[src/rtl/csr_access_ctrl_if.sv]
// csr_access_ctrl_if: request/response, trap/mret and CSR-file port bundle for csr_access_ctrl
// Ports (all signals, grouped):
//    rdy_in                     global ready from the pipeline
//    req_* / resp_*             Zicsr instruction request and old-value response handshakes
//    trap_* / mret_*            trap entry and MRET requests with one-cycle acks
//    redirect_*                 one-cycle PC redirect pulse and target
//    csr_w1_*/csr_w2_*          CSR file write ports
//    csr_r1_*/csr_r2_*          CSR file read ports (combinational read data)
// slave is the controller's view, master is the view of the surrounding pipeline + CSR file.
interface csr_access_ctrl_if #(
   parameter int XLEN       = 32,
   parameter int CSR_ADDR_W = 12
);
   logic                  rdy_in;
   logic                  req_valid, req_ready;
   logic [2:0]            req_funct3;
   logic [CSR_ADDR_W-1:0] req_addr;
   logic [XLEN-1:0]       req_src;
   logic [4:0]            req_rs1, req_rd;
   logic                  resp_valid, resp_ready, resp_illegal;
   logic [4:0]            resp_rd;
   logic [XLEN-1:0]       resp_data;
   logic                  trap_valid, trap_ack;
   logic [XLEN-1:0]       trap_cause, trap_pc, trap_tval;
   logic                  mret_valid, mret_ack;
   logic                  redirect_valid;
   logic [XLEN-1:0]       redirect_pc;
   logic                  csr_w1_en, csr_w2_en, csr_r1_en, csr_r2_en;
   logic [CSR_ADDR_W-1:0] csr_w1_addr, csr_w2_addr, csr_r1_addr, csr_r2_addr;
   logic [XLEN-1:0]       csr_w1_data, csr_w2_data, csr_r1_data, csr_r2_data;
   modport slave (
      input  rdy_in, req_valid, req_funct3, req_addr, req_src, req_rs1, req_rd, resp_ready,
             trap_valid, trap_cause, trap_pc, trap_tval, mret_valid, csr_r1_data, csr_r2_data,
      output req_ready, resp_valid, resp_rd, resp_data, resp_illegal, trap_ack, mret_ack,
             redirect_valid, redirect_pc, csr_w1_en, csr_w1_addr, csr_w1_data,
             csr_w2_en, csr_w2_addr, csr_w2_data, csr_r1_en, csr_r1_addr, csr_r2_en, csr_r2_addr
   );
   modport master (
      output rdy_in, req_valid, req_funct3, req_addr, req_src, req_rs1, req_rd, resp_ready,
             trap_valid, trap_cause, trap_pc, trap_tval, mret_valid, csr_r1_data, csr_r2_data,
      input  req_ready, resp_valid, resp_rd, resp_data, resp_illegal, trap_ack, mret_ack,
             redirect_valid, redirect_pc, csr_w1_en, csr_w1_addr, csr_w1_data,
             csr_w2_en, csr_w2_addr, csr_w2_data, csr_r1_en, csr_r1_addr, csr_r2_en, csr_r2_addr
   );
endinterface

[src/rtl/csr_access_ctrl.sv]
// csr_access_ctrl: sequences Zicsr ops, trap entry and MRET as read-then-write cycles on the M-mode CSR file
// Ports:
//    clk_in    clock
//    rst_n_in  asynchronous active-low reset
//    bus       csr_access_ctrl_if.slave (request/response, trap/mret, redirect, CSR file ports)
module csr_access_ctrl #(
   parameter int XLEN       = 32,
   parameter int CSR_ADDR_W = 12
) (
   input logic               clk_in,
   input logic               rst_n_in,
   csr_access_ctrl_if.slave  bus
);
   typedef enum logic [3:0] {
      IDLE, CSR_RD, CSR_WR, CSR_HOLD, TRAP_RD, TRAP_WR0, TRAP_WR1, MRET_RD, MRET_WR, REDIR
   } state_t;
   localparam logic [CSR_ADDR_W-1:0] A_MSTATUS = CSR_ADDR_W'(12'h300);
   localparam logic [CSR_ADDR_W-1:0] A_MTVEC   = CSR_ADDR_W'(12'h305);
   localparam logic [CSR_ADDR_W-1:0] A_MEPC    = CSR_ADDR_W'(12'h341);
   localparam logic [CSR_ADDR_W-1:0] A_MCAUSE  = CSR_ADDR_W'(12'h342);
   localparam logic [CSR_ADDR_W-1:0] A_MTVAL   = CSR_ADDR_W'(12'h343);
   // mstatus fields touched on trap/mret: MPP[12:11], MPIE[7], MIE[3]
   localparam logic [XLEN-1:0] M_CLR = XLEN'(32'h1888);
   localparam logic [XLEN-1:0] M_MPP = XLEN'(32'h1800);
   state_t                state_q, state_d;
   logic [1:0]            op_q, op_d;
   logic [CSR_ADDR_W-1:0] addr_q, addr_d;
   logic [XLEN-1:0]       src_q, src_d, old_q, old_d, cause_q, cause_d, pc_q, pc_d, tval_q, tval_d;
   logic [XLEN-1:2]       tvec_q, tvec_d;
   logic [4:0]            rd_q, rd_d;
   logic                  wr_q, wr_d;
   logic                  go, idle, legal, resp_st;
   logic [XLEN-1:0]       new_val, trap_mstatus, mret_mstatus;

   function automatic logic is_legal(input logic [CSR_ADDR_W-1:0] a);
      return (a >= CSR_ADDR_W'(12'h300) && a <= CSR_ADDR_W'(12'h306)) ||
             (a >= CSR_ADDR_W'(12'h340) && a <= CSR_ADDR_W'(12'h344));
   endfunction

   assign go      = rst_n_in && bus.rdy_in;
   assign idle    = state_q == IDLE;
   assign legal   = is_legal(addr_q);
   assign resp_st = state_q == CSR_WR || state_q == CSR_HOLD;
   assign new_val = op_q == 2'b01 ? src_q : op_q == 2'b10 ? (old_q | src_q) : (old_q & ~src_q);
   assign trap_mstatus = (old_q & ~M_CLR) | M_MPP | (XLEN'(old_q[3]) << 7);
   assign mret_mstatus = (old_q & ~M_CLR) | M_MPP | XLEN'(32'h80) | (XLEN'(old_q[7]) << 3);

   always_ff @(posedge clk_in or negedge rst_n_in) begin
      if (!rst_n_in) begin
         state_q <= IDLE;
         op_q    <= '0;
         addr_q  <= '0;
         src_q   <= '0;
         old_q   <= '0;
         cause_q <= '0;
         pc_q    <= '0;
         tval_q  <= '0;
         tvec_q  <= '0;
         rd_q    <= '0;
         wr_q    <= 1'b0;
      end else begin
         state_q <= state_d;
         op_q    <= op_d;
         addr_q  <= addr_d;
         src_q   <= src_d;
         old_q   <= old_d;
         cause_q <= cause_d;
         pc_q    <= pc_d;
         tval_q  <= tval_d;
         tvec_q  <= tvec_d;
         rd_q    <= rd_d;
         wr_q    <= wr_d;
      end
   end

   always_comb begin
      state_d = state_q;
      if (bus.rdy_in)
         case (state_q)
            IDLE:             state_d = bus.trap_valid ? TRAP_RD : bus.mret_valid ? MRET_RD :
                                        !bus.req_valid ? IDLE : is_legal(bus.req_addr) ? CSR_RD : CSR_WR;
            CSR_RD:           state_d = CSR_WR;
            CSR_WR, CSR_HOLD: state_d = bus.resp_ready ? IDLE : CSR_HOLD;
            TRAP_RD:          state_d = TRAP_WR0;
            TRAP_WR0:         state_d = TRAP_WR1;
            TRAP_WR1:         state_d = REDIR;
            MRET_RD:          state_d = MRET_WR;
            MRET_WR:          state_d = REDIR;
            default:          state_d = IDLE;
         endcase
   end

   // Request/trap fields are captured on acceptance; read data is captured only in read states
   always_comb begin
      op_d    = op_q;
      addr_d  = addr_q;
      src_d   = src_q;
      old_d   = old_q;
      cause_d = cause_q;
      pc_d    = pc_q;
      tval_d  = tval_q;
      tvec_d  = tvec_q;
      rd_d    = rd_q;
      wr_d    = wr_q;
      if (bus.rdy_in && idle && bus.trap_valid) begin
         cause_d = bus.trap_cause;
         pc_d    = bus.trap_pc;
         tval_d  = bus.trap_tval;
      end else if (bus.rdy_in && idle && !bus.mret_valid && bus.req_valid) begin
         op_d   = bus.req_funct3[1:0];
         addr_d = bus.req_addr;
         // immediate forms carry only a 5-bit zimm
         src_d  = bus.req_funct3[2] ? XLEN'(bus.req_src[4:0]) : bus.req_src;
         rd_d   = bus.req_rd;
         // set/clear with rs1/zimm of zero must not write
         wr_d   = !(bus.req_funct3[1] && bus.req_rs1 == 5'd0);
      end
      if (bus.rdy_in && state_q == CSR_RD) old_d = bus.csr_r1_data;
      if (bus.rdy_in && (state_q == TRAP_RD || state_q == MRET_RD)) begin
         tvec_d = bus.csr_r1_data[XLEN-1:2];
         old_d  = bus.csr_r2_data;
      end
   end

   always_comb begin
      bus.req_ready      = go && idle && !bus.trap_valid && !bus.mret_valid;
      bus.trap_ack       = go && idle && bus.trap_valid;
      bus.mret_ack       = go && idle && !bus.trap_valid && bus.mret_valid;
      bus.resp_valid     = go && resp_st;
      bus.resp_rd        = resp_st ? rd_q : 5'd0;
      bus.resp_illegal   = resp_st && !legal;
      bus.resp_data      = (resp_st && legal) ? old_q : '0;
      bus.redirect_valid = go && state_q == REDIR;
      bus.redirect_pc    = state_q == REDIR ? {tvec_q, 2'b00} : '0;
      bus.csr_r1_en      = go && (state_q == CSR_RD || state_q == TRAP_RD || state_q == MRET_RD);
      bus.csr_r1_addr    = state_q == CSR_RD ? addr_q : state_q == TRAP_RD ? A_MTVEC :
                           state_q == MRET_RD ? A_MEPC : '0;
      bus.csr_r2_en      = go && (state_q == TRAP_RD || state_q == MRET_RD);
      bus.csr_r2_addr    = (state_q == TRAP_RD || state_q == MRET_RD) ? A_MSTATUS : '0;
      bus.csr_w1_en      = go && ((state_q == CSR_WR && legal && wr_q) || state_q == TRAP_WR0 ||
                                  state_q == TRAP_WR1);
      bus.csr_w1_addr    = state_q == CSR_WR ? addr_q : state_q == TRAP_WR0 ? A_MEPC :
                           state_q == TRAP_WR1 ? A_MTVAL : '0;
      bus.csr_w1_data    = state_q == CSR_WR ? new_val : state_q == TRAP_WR0 ? pc_q :
                           state_q == TRAP_WR1 ? tval_q : '0;
      bus.csr_w2_en      = go && (state_q == TRAP_WR0 || state_q == TRAP_WR1 || state_q == MRET_WR);
      bus.csr_w2_addr    = state_q == TRAP_WR0 ? A_MCAUSE :
                           (state_q == TRAP_WR1 || state_q == MRET_WR) ? A_MSTATUS : '0;
      bus.csr_w2_data    = state_q == TRAP_WR0 ? cause_q : state_q == TRAP_WR1 ? trap_mstatus :
                           state_q == MRET_WR ? mret_mstatus : '0;
   end
endmodule

[src/flat_wrapper.sv]
// flat-port wrapper written by rule: the top's interface ports become plain ports
module csr_access_ctrl_flat 
#(
   parameter int XLEN       = 32,
   parameter int CSR_ADDR_W = 12
)
  (clk_in, rst_n_in, bus_rdy_in, bus_req_valid, bus_req_funct3, bus_req_addr, bus_req_src, bus_req_rs1, bus_req_rd, bus_resp_ready, bus_trap_valid, bus_trap_cause, bus_trap_pc, bus_trap_tval, bus_mret_valid, bus_csr_r1_data, bus_csr_r2_data, bus_req_ready, bus_resp_valid, bus_resp_rd, bus_resp_data, bus_resp_illegal, bus_trap_ack, bus_mret_ack, bus_redirect_valid, bus_redirect_pc, bus_csr_w1_en, bus_csr_w1_addr, bus_csr_w1_data, bus_csr_w2_en, bus_csr_w2_addr, bus_csr_w2_data, bus_csr_r1_en, bus_csr_r1_addr, bus_csr_r2_en, bus_csr_r2_addr);
  csr_access_ctrl_if #(.XLEN(XLEN), .CSR_ADDR_W(CSR_ADDR_W)) bus_i ();
  input logic clk_in;
  input logic rst_n_in;
  input wire logic [$bits(bus_i.rdy_in)-1:0] bus_rdy_in;
  input wire logic [$bits(bus_i.req_valid)-1:0] bus_req_valid;
  input wire logic [$bits(bus_i.req_funct3)-1:0] bus_req_funct3;
  input wire logic [$bits(bus_i.req_addr)-1:0] bus_req_addr;
  input wire logic [$bits(bus_i.req_src)-1:0] bus_req_src;
  input wire logic [$bits(bus_i.req_rs1)-1:0] bus_req_rs1;
  input wire logic [$bits(bus_i.req_rd)-1:0] bus_req_rd;
  input wire logic [$bits(bus_i.resp_ready)-1:0] bus_resp_ready;
  input wire logic [$bits(bus_i.trap_valid)-1:0] bus_trap_valid;
  input wire logic [$bits(bus_i.trap_cause)-1:0] bus_trap_cause;
  input wire logic [$bits(bus_i.trap_pc)-1:0] bus_trap_pc;
  input wire logic [$bits(bus_i.trap_tval)-1:0] bus_trap_tval;
  input wire logic [$bits(bus_i.mret_valid)-1:0] bus_mret_valid;
  input wire logic [$bits(bus_i.csr_r1_data)-1:0] bus_csr_r1_data;
  input wire logic [$bits(bus_i.csr_r2_data)-1:0] bus_csr_r2_data;
  output wire logic [$bits(bus_i.req_ready)-1:0] bus_req_ready;
  output wire logic [$bits(bus_i.resp_valid)-1:0] bus_resp_valid;
  output wire logic [$bits(bus_i.resp_rd)-1:0] bus_resp_rd;
  output wire logic [$bits(bus_i.resp_data)-1:0] bus_resp_data;
  output wire logic [$bits(bus_i.resp_illegal)-1:0] bus_resp_illegal;
  output wire logic [$bits(bus_i.trap_ack)-1:0] bus_trap_ack;
  output wire logic [$bits(bus_i.mret_ack)-1:0] bus_mret_ack;
  output wire logic [$bits(bus_i.redirect_valid)-1:0] bus_redirect_valid;
  output wire logic [$bits(bus_i.redirect_pc)-1:0] bus_redirect_pc;
  output wire logic [$bits(bus_i.csr_w1_en)-1:0] bus_csr_w1_en;
  output wire logic [$bits(bus_i.csr_w1_addr)-1:0] bus_csr_w1_addr;
  output wire logic [$bits(bus_i.csr_w1_data)-1:0] bus_csr_w1_data;
  output wire logic [$bits(bus_i.csr_w2_en)-1:0] bus_csr_w2_en;
  output wire logic [$bits(bus_i.csr_w2_addr)-1:0] bus_csr_w2_addr;
  output wire logic [$bits(bus_i.csr_w2_data)-1:0] bus_csr_w2_data;
  output wire logic [$bits(bus_i.csr_r1_en)-1:0] bus_csr_r1_en;
  output wire logic [$bits(bus_i.csr_r1_addr)-1:0] bus_csr_r1_addr;
  output wire logic [$bits(bus_i.csr_r2_en)-1:0] bus_csr_r2_en;
  output wire logic [$bits(bus_i.csr_r2_addr)-1:0] bus_csr_r2_addr;
  assign bus_i.rdy_in = bus_rdy_in;
  assign bus_i.req_valid = bus_req_valid;
  assign bus_i.req_funct3 = bus_req_funct3;
  assign bus_i.req_addr = bus_req_addr;
  assign bus_i.req_src = bus_req_src;
  assign bus_i.req_rs1 = bus_req_rs1;
  assign bus_i.req_rd = bus_req_rd;
  assign bus_i.resp_ready = bus_resp_ready;
  assign bus_i.trap_valid = bus_trap_valid;
  assign bus_i.trap_cause = bus_trap_cause;
  assign bus_i.trap_pc = bus_trap_pc;
  assign bus_i.trap_tval = bus_trap_tval;
  assign bus_i.mret_valid = bus_mret_valid;
  assign bus_i.csr_r1_data = bus_csr_r1_data;
  assign bus_i.csr_r2_data = bus_csr_r2_data;
  assign bus_req_ready = bus_i.req_ready;
  assign bus_resp_valid = bus_i.resp_valid;
  assign bus_resp_rd = bus_i.resp_rd;
  assign bus_resp_data = bus_i.resp_data;
  assign bus_resp_illegal = bus_i.resp_illegal;
  assign bus_trap_ack = bus_i.trap_ack;
  assign bus_mret_ack = bus_i.mret_ack;
  assign bus_redirect_valid = bus_i.redirect_valid;
  assign bus_redirect_pc = bus_i.redirect_pc;
  assign bus_csr_w1_en = bus_i.csr_w1_en;
  assign bus_csr_w1_addr = bus_i.csr_w1_addr;
  assign bus_csr_w1_data = bus_i.csr_w1_data;
  assign bus_csr_w2_en = bus_i.csr_w2_en;
  assign bus_csr_w2_addr = bus_i.csr_w2_addr;
  assign bus_csr_w2_data = bus_i.csr_w2_data;
  assign bus_csr_r1_en = bus_i.csr_r1_en;
  assign bus_csr_r1_addr = bus_i.csr_r1_addr;
  assign bus_csr_r2_en = bus_i.csr_r2_en;
  assign bus_csr_r2_addr = bus_i.csr_r2_addr;
  csr_access_ctrl #(.XLEN(XLEN), .CSR_ADDR_W(CSR_ADDR_W)) u_core (.clk_in(clk_in), .rst_n_in(rst_n_in), .bus(bus_i));
endmodule
[config.mk]
export PLATFORM = sky130hd
export DESIGN_NAME = csr_access_ctrl_flat
export DESIGN_NICKNAME = d
export VERILOG_FILES = /design/src/rtl/csr_access_ctrl_if.sv /design/src/rtl/csr_access_ctrl.sv /design/src/flat_wrapper.sv
export SDC_FILE = /design/constraint.sdc
export NUM_CORES = 1
export LEC_CHECK = 0
export BUFFER_PORTS_ARGS = -buffer_cell sky130_fd_sc_hd__buf_2
export CORE_AREA = 2 2 161 163
export CTS_BUF_LIST = sky130_fd_sc_hd__clkbuf_4 sky130_fd_sc_hd__clkbuf_8 sky130_fd_sc_hd__clkbuf_16
export DETAILED_ROUTE_END_ITERATION = 10
export DIE_AREA = 0 0 163 165
export PLACE_DENSITY = 0.83
export RECOVER_POWER = 25
export SLEW_MARGIN = 5
export SYNTH_ARGS = -nofsm -noshare
export SYNTH_HDL_FRONTEND = slang
export SYNTH_SLANG_ARGS = --single-unit
export TNS_END_PERCENT = 100
[constraint.sdc]
create_clock -name clk_in -period 2.4 [get_ports clk_in]
set_input_delay 0.48 -clock clk_in [delete_from_list [all_inputs] [get_ports clk_in]]
set_output_delay 0.48 -clock clk_in [all_outputs]
set_load 0.05 [all_outputs]
Yosys cells after proc, flatten, opt, wreduce, memory -nomap -nowiden
Cells that the tools add are included.
Widths: inputs -> output; s select.
{ "totals": {"word_cells": 113, "in_bits": 224, "reg_bits": 214, "output_inout_bits": 191} }
{ "classes": {"n_eq_ne": 11, "n_reduce_logical": 48, "n_lt_le_gt_ge": 8, "muxes": 29, "bitwise_logic": 6} }
{ "ops": {"columns": ["operator", "n"], "rows": [
  ["$mux 32", 13],
  ["$mux 12", 5],
  ["$ge 12x10->1 const B", 4],
  ["$le 12x10->1 const B", 4],
  ["$mux 10", 4],
  ["$and 32x32->32", 1],
  ["$not 32->32", 1],
  ["$or 32x32->32", 1],
  ["$or 32x4->32", 1],
  ["$or 32x8->32", 1],
  ["$pmux 4 s7", 1],
  ["$logic_and 1x1->1", 27],
  ["$eq 4x3->1 const B", 4],
  ["$mux 4", 3],
  ["$logic_or 1x1->1", 11],
  ["$eq 4x2->1 const B", 2],
  ["$eq 4x4->1 const B", 2],
  ["$logic_not 5->1", 1],
  ["$mux 5", 1],
  ["$eq 4x1->1 const B", 1],
  ["$logic_not 1->1", 4],
  ["$logic_not 4->1", 1],
  ["$mux 2", 2],
  ["$reduce_or 2->1", 2],
  ["other kinds (5)", 5]
]} }

Depth between registers and ports, before layout
{ "logic_depth": {"ltp_word": 8, "ltp_mapped": 7, "depth_no_buf": 5} }

Worst setup path before layout
Ideal clock, no wire load.
{ "synth_timing": {"path_type": "register to output", "from": "register u_core.state_q[1]", "to": "output port bus_req_ready", "n_path_buf": 1, "arrival_ns": 2.257, "stages_incl_launch_ff": 5, "setup_slack_ns": -0.337, "required_ns": 1.920, "path_cell_list": "dfrtp_1 -> buf_4 -> nor4_4 -> nor2b_1 -> nor3b_1"} }
{ "synth_via": {"elab_chain_len": 4} }
{ "synth_lines": {"columns": ["item", "line", "source"], "rows": [
  ["start: declaration", "csr_access_ctrl.sv:25", "state_t state_q, state_d;"],
  ["start signal: assignment", "csr_access_ctrl.sv:62", "state_q <= state_d;"],
  ["$logic_not 4->1", "csr_access_ctrl.sv:41", "assign idle = state_q == IDLE;"],
  ["$logic_and 1x1->1 (3 in series)", "csr_access_ctrl.sv:126", "bus.req_ready = go && idle && !bus.trap_valid && !bus.mret_valid;"],
  ["end: declaration", "flat_wrapper.sv:26", "output wire logic [$bits(bus_i.req_ready)-1:0] bus_req_ready;"]
]} }
Every way passes these cells.

Worst setup path in the final report
{ "layout_timing": {"from": "register u_core.addr_q[11]", "to": "output port bus_resp_data[28]"} }
{ "layout_via": {"elab_chain_len": 5, "word_cells_on_any_way": 9, "cone_classes": "4 x order compare; 1 x mux; 4 x reduce/logical"} }
{ "layout_lines": {"columns": ["item", "line", "source"], "rows": [
  ["start: declaration", "csr_access_ctrl.sv:27", "logic [CSR_ADDR_W-1:0] addr_q, addr_d;"],
  ["start signal: assignment", "csr_access_ctrl.sv:64", "addr_q <= addr_d;"],
  ["$ge 12x10->1, or another cell as far along", "csr_access_ctrl.sv:36", "return (a >= CSR_ADDR_W'(12'h300) && a <= CSR_ADDR_W'(12'h306)) ||"],
  ["$logic_and 1x1->1, on equally long branches", "csr_access_ctrl.sv:36, csr_access_ctrl.sv:37", null],
  ["$logic_or 1x1->1 *", "csr_access_ctrl.sv:36", null],
  ["$logic_and 1x1->1 *", "csr_access_ctrl.sv:132", "bus.resp_data = (resp_st && legal) ? old_q : '0;"],
  ["$mux 32 *", "csr_access_ctrl.sv:132", null],
  ["end: declaration", "flat_wrapper.sv:29", "output wire logic [$bits(bus_i.resp_data)-1:0] bus_resp_data;"]
]} }
Every way passes the cells marked *; elsewhere a longest branch is shown, timed or not.

==> out/summary.md <==
The tools report the total routing resource utilization after global routing as 0.357. The post-placement cell count is 1706, and the transition at the pin with the smallest max-transition slack is 2050 ps. The die area was 26900 µm².

For the starting utilization of the core area, the log shows 0.442. Walking the worst path, the cells encountered are or4b_1, a211o_1, nor2_4, buf_12, buf_12, and2_4, buf_8. The tools report the buffer depth of the longest clock path as 3. Setup repair after global routing could not meet its margin everywhere. The number of port buffers was 394. In the synthesized netlist the dominant register cell turns out to be sky130_fd_sc_hd__dfrtp_1. After the flow finishes, the layout carries non-filler instances totaling 1869.

The fraction of post-synthesis cell area in the top cell type by area works out to 0.484. The clock sink total is 214, and the routed wire length per instance is 31.1 µm. Synthesis produced 995 cells. The type of the worst setup path is flip-flop to output port. The tools report the count of max-cap constraint violations as 1. The detail route stage leaves a number of antenna-violating nets equal to 0. The netlist uses 50 different library cells. After clock tree synthesis, the clock-pin slew on the worst setup and hold paths is 70 ps. Summed over all instances, the cell type with the most area after synthesis is sky130_fd_sc_hd__dfrtp_1.

The number of global-route vias before repair was 11887; the count of flip-flops with a built-in enable after synthesis was 0. Data on the critical path is required at its endpoint by 1920 ps. Fraction of layout instances using a drive strength above 1: 0.631. The core region is 25000 µm². The library cell used most frequently in the layout, excluding fill and tap cells, is sky130_fd_sc_hd__buf_2.

The count of H-tree levels built during CTS is 1. The master cell of the clock root buffer was sky130_fd_sc_hd__clkbuf_16. Detailed placement finished with a half-perimeter wire length of 28300 µm. The filler cells instantiated in the layout total 1282. The length of the first detailed-routing pass in iterations was 5. The Yosys step of the flow raised 0 warnings. The congestion estimate from routability-driven global placement came to 0.924. The initial antenna violation count is 9.

By area the synthesized netlist is led by sky130_fd_sc_hd__dfrtp_1 48%, sky130_fd_sc_hd__mux2_2 12%, sky130_fd_sc_hd__and2_1 3.9%, sky130_fd_sc_hd__mux2_1 3.3%, sky130_fd_sc_hd__a221o_1 2.9%. Across all layers, the routed design uses 11850 vias. The sequential share of the synthesized area is 0.484, and the TritonCTS buffer count is 23.

The maximum fanout along the worst path came out at 8. The analysis attributes to cell leakage a power of 8.74 nW. The power per unit of standard cell area came out at 1560 nW/µm².

Summed over all layers, the routed wires come to 58200 µm. The classification of the worst-slack hold path was input port to flip-flop. The floorplan has 58 rows. The wire length of the first global-routing pass was 72000 µm; the detail-routed via count per cell was 6.34. The final layout net count is 1741. The global-route congestion overflow total was 0; the share of synthesized flip-flops with an asynchronous set or reset was 1.00. In this run the vertical extent of the chip is 165 µm. The tools report the critical path launch point type as a flip-flop. Clock latency on the worst-skew pair, taken at its later pin, is 530 ps. The tools report the max-slew headroom at the worst pin as -0.366. The largest individual stage delay along the critical path comes from the cell sky130_fd_sc_hd__or4b_1.

The synthesis-stage register bit count is 214. Number of design rule violations left after detail routing: 0. Setup violations remaining at the end of the flow were counted as 246. The checks that failed: max-capacitance violations, max-slew violations, negative setup slack.

In the layout the commonest cells are 222 x sky130_fd_sc_hd__buf_2, 211 x sky130_fd_sc_hd__dfrtp_1, 118 x sky130_fd_sc_hd__mux2_2. The cell that appears most often on the critical path is sky130_fd_sc_hd__buf_12. The arrival time of the worst setup path was 2590 ps; the post-synthesis instance area was 11100 µm².

The post-route fraction of the period consumed by the critical path works out to 1.28. The clock arrives with 12.4 ps of skew. Pin placement for this block handled 415 I/O pins. Delay contributed by the slowest stage of the critical path: 530 ps. Static timing analysis puts the maximum clock frequency at 326 MHz. The tools report the post-layout total power as 30.1 mW.

Die span in x: 163 µm. The tools report the max-slew violation count as 34. Endpoint class of the critical path: an output port. Counting I/O delays and the setup requirement, the final critical path takes 3070 ps.

Maximum VDD drop: 1.12 mV. For this block, the initial DRC count from the detailed router was 1274. The tools report the setup slack after layout as -669 ps. Each instance of the synthesized netlist takes up on average 11.1 µm². The run finished, with violations left. TritonCTS built the clock tree.

The run gives 81 as the pin count of the biggest net entering global routing. Relative to the synthesized area, the layout overhead comes to 74.2%. The number of endpoints with negative hold slack in the final report came out at 0.
==> worst paths after layout <==
kind,start,endpoint,slack (ps),depth (start not counted)
setup / recovery,u_core.addr_q[11],bus_resp_data[28],-670,7
setup reg to reg,u_core.state_q[1],u_core.cause_q[24],50,8
hold reg to reg,u_core.tvec_q[19],u_core.tvec_q[19],510,1
hold / removal,bus_trap_pc[5],u_core.pc_q[5],170,2
max in group asynchronous,rst_n_in,u_core.pc_q[15],-180,3
min in group asynchronous,rst_n_in,u_core.addr_q[6],840,2
==> critical path: cells and delay by family (launching register included) <==
| kind | cells | cell delay (ps) |
|---|---|---|
| DFF | 1 | 390 |
| and+or+nand+nor | 3 | 860 |
| buffers and inverters | 3 | 470 |
| AOI/OAI and AO/OA | 1 | 340 |
==> layout make-up <==
| cell class | count | area (µm²) | area share |
|---|---|---|---|
| multi-input cells | 690 | 6560 | 0.340 |
| clock buffers | 29 | 633 | 0.0328 |
| clock inverters | 10 | 184 | 0.00954 |
| inverters | 4 | 32.5 | 0.00169 |
| diodes | 8 | 20.0 | 0.00104 |
| repair buffers | 584 | 6080 | 0.315 |
| flip-flops and latches | 214 | 5360 | 0.278 |
| well taps | 330 | 413 | 0.0214 |
==> report_power, final <==
| group | internal, mW | total [mW] | switching, mW |
|---|---|---|---|
| clock | 2.40 | 4.01 | 1.60 |
| combinational | 8.51 | 18.5 | 10.0 |
| sequential | 5.36 | 7.54 | 2.17 |
==> sequential cells by signal, summed over array words and instances, names as in the netlist <==
| register | flops |
|---|---|
| u_core.tval_q | 32 |
| u_core.src_q | 32 |
| u_core.pc_q | 32 |
| u_core.op_q | 2 |
| u_core.addr_q | 12 |
| u_core.cause_q | 32 |
| u_core.rd_q | 5 |
| u_core.tvec_q | 30 |
| u_core.old_q | 32 |
| u_core.wr_q | 1 |
| u_core.state_q | 4 |
==> kinds of logic after synthesis <==
| group | share of synthesized area |
|---|---|
| adder cells (fa/ha/maj) | 0.00181 |
| XOR/XNOR | 0.0261 |
| other | 0.000339 |
| multiplexers | 0.153 |
| buffers and inverters | 0.0522 |
| flip-flops | 0.484 |
| AO/OA/AOI/OAI | 0.163 |
| AND/OR/NAND/NOR | 0.120 |
==> metal layers <==
metal,up-vias,wire length [µm],GRT usage
met4,6,5460,0.229
met3,357,6150,0.0994
met2,1026,27400,0.623
li1,4660,-,-
met5,-,38,0
met1,5801,19100,0.382
==> Yosys cell counts, types with 3 or more instances <==
cell type and n:
sky130_fd_sc_hd__o22ai_1 33, sky130_fd_sc_hd__clkbuf_1 40, sky130_fd_sc_hd__nor2_1 45, sky130_fd_sc_hd__a221oi_1 32, sky130_fd_sc_hd__inv_1 4, sky130_fd_sc_hd__clkbuf_2 3
sky130_fd_sc_hd__buf_1 7, sky130_fd_sc_hd__nor3b_1 6, sky130_fd_sc_hd__nand2_1 50, sky130_fd_sc_hd__buf_2 27, sky130_fd_sc_hd__o21ai_0 34, sky130_fd_sc_hd__and2_1 69
sky130_fd_sc_hd__nor3_1 5, sky130_fd_sc_hd__a221o_1 32, sky130_fd_sc_hd__and3_1 14, sky130_fd_sc_hd__or4b_2 3, sky130_fd_sc_hd__dfrtp_1 214, sky130_fd_sc_hd__buf_4 27
sky130_fd_sc_hd__nor2_2 3, sky130_fd_sc_hd__a2bb2oi_1 32, sky130_fd_sc_hd__mux2_1 32, sky130_fd_sc_hd__xnor2_1 33, sky130_fd_sc_hd__a22o_1 28, sky130_fd_sc_hd__mux2_2 118
sky130_fd_sc_hd__nand3b_1 3, sky130_fd_sc_hd__nor2b_1 4, sky130_fd_sc_hd__buf_6 3, sky130_fd_sc_hd__nand2b_1 29, sky130_fd_sc_hd__a31oi_1 4, sky130_fd_sc_hd__a21oi_1 36
==> timing repair <==
item,CTS,global route
endpoints found under the hold margin,19,0
hold buffers,2,0
setup buffers,65,43
pin swaps,68,59
setup endpoints to repair,166,243
gates resized for setup,584,219
gates cloned,16,14
==> through the flow <==
step | TNS, ps | setup WS (ps) | area (µm²) | hold WS [ps] | utilization
floorplan | -188 | -24.6 | 11300 | 184 | -
global placement | -505 | -73.0 | 14100 | 335 | 0.564
detailed placement | -2230 | -105 | 14100 | 335 | 0.564
CTS | -58040 | -525 | 18000 | 75.9 | 0.720
global route | -126620 | -730 | 19300 | 165 | 0.770
finish | -77900 | -669 | 19300 | 168 | 0.770
(Power assumes the default switching activity.)
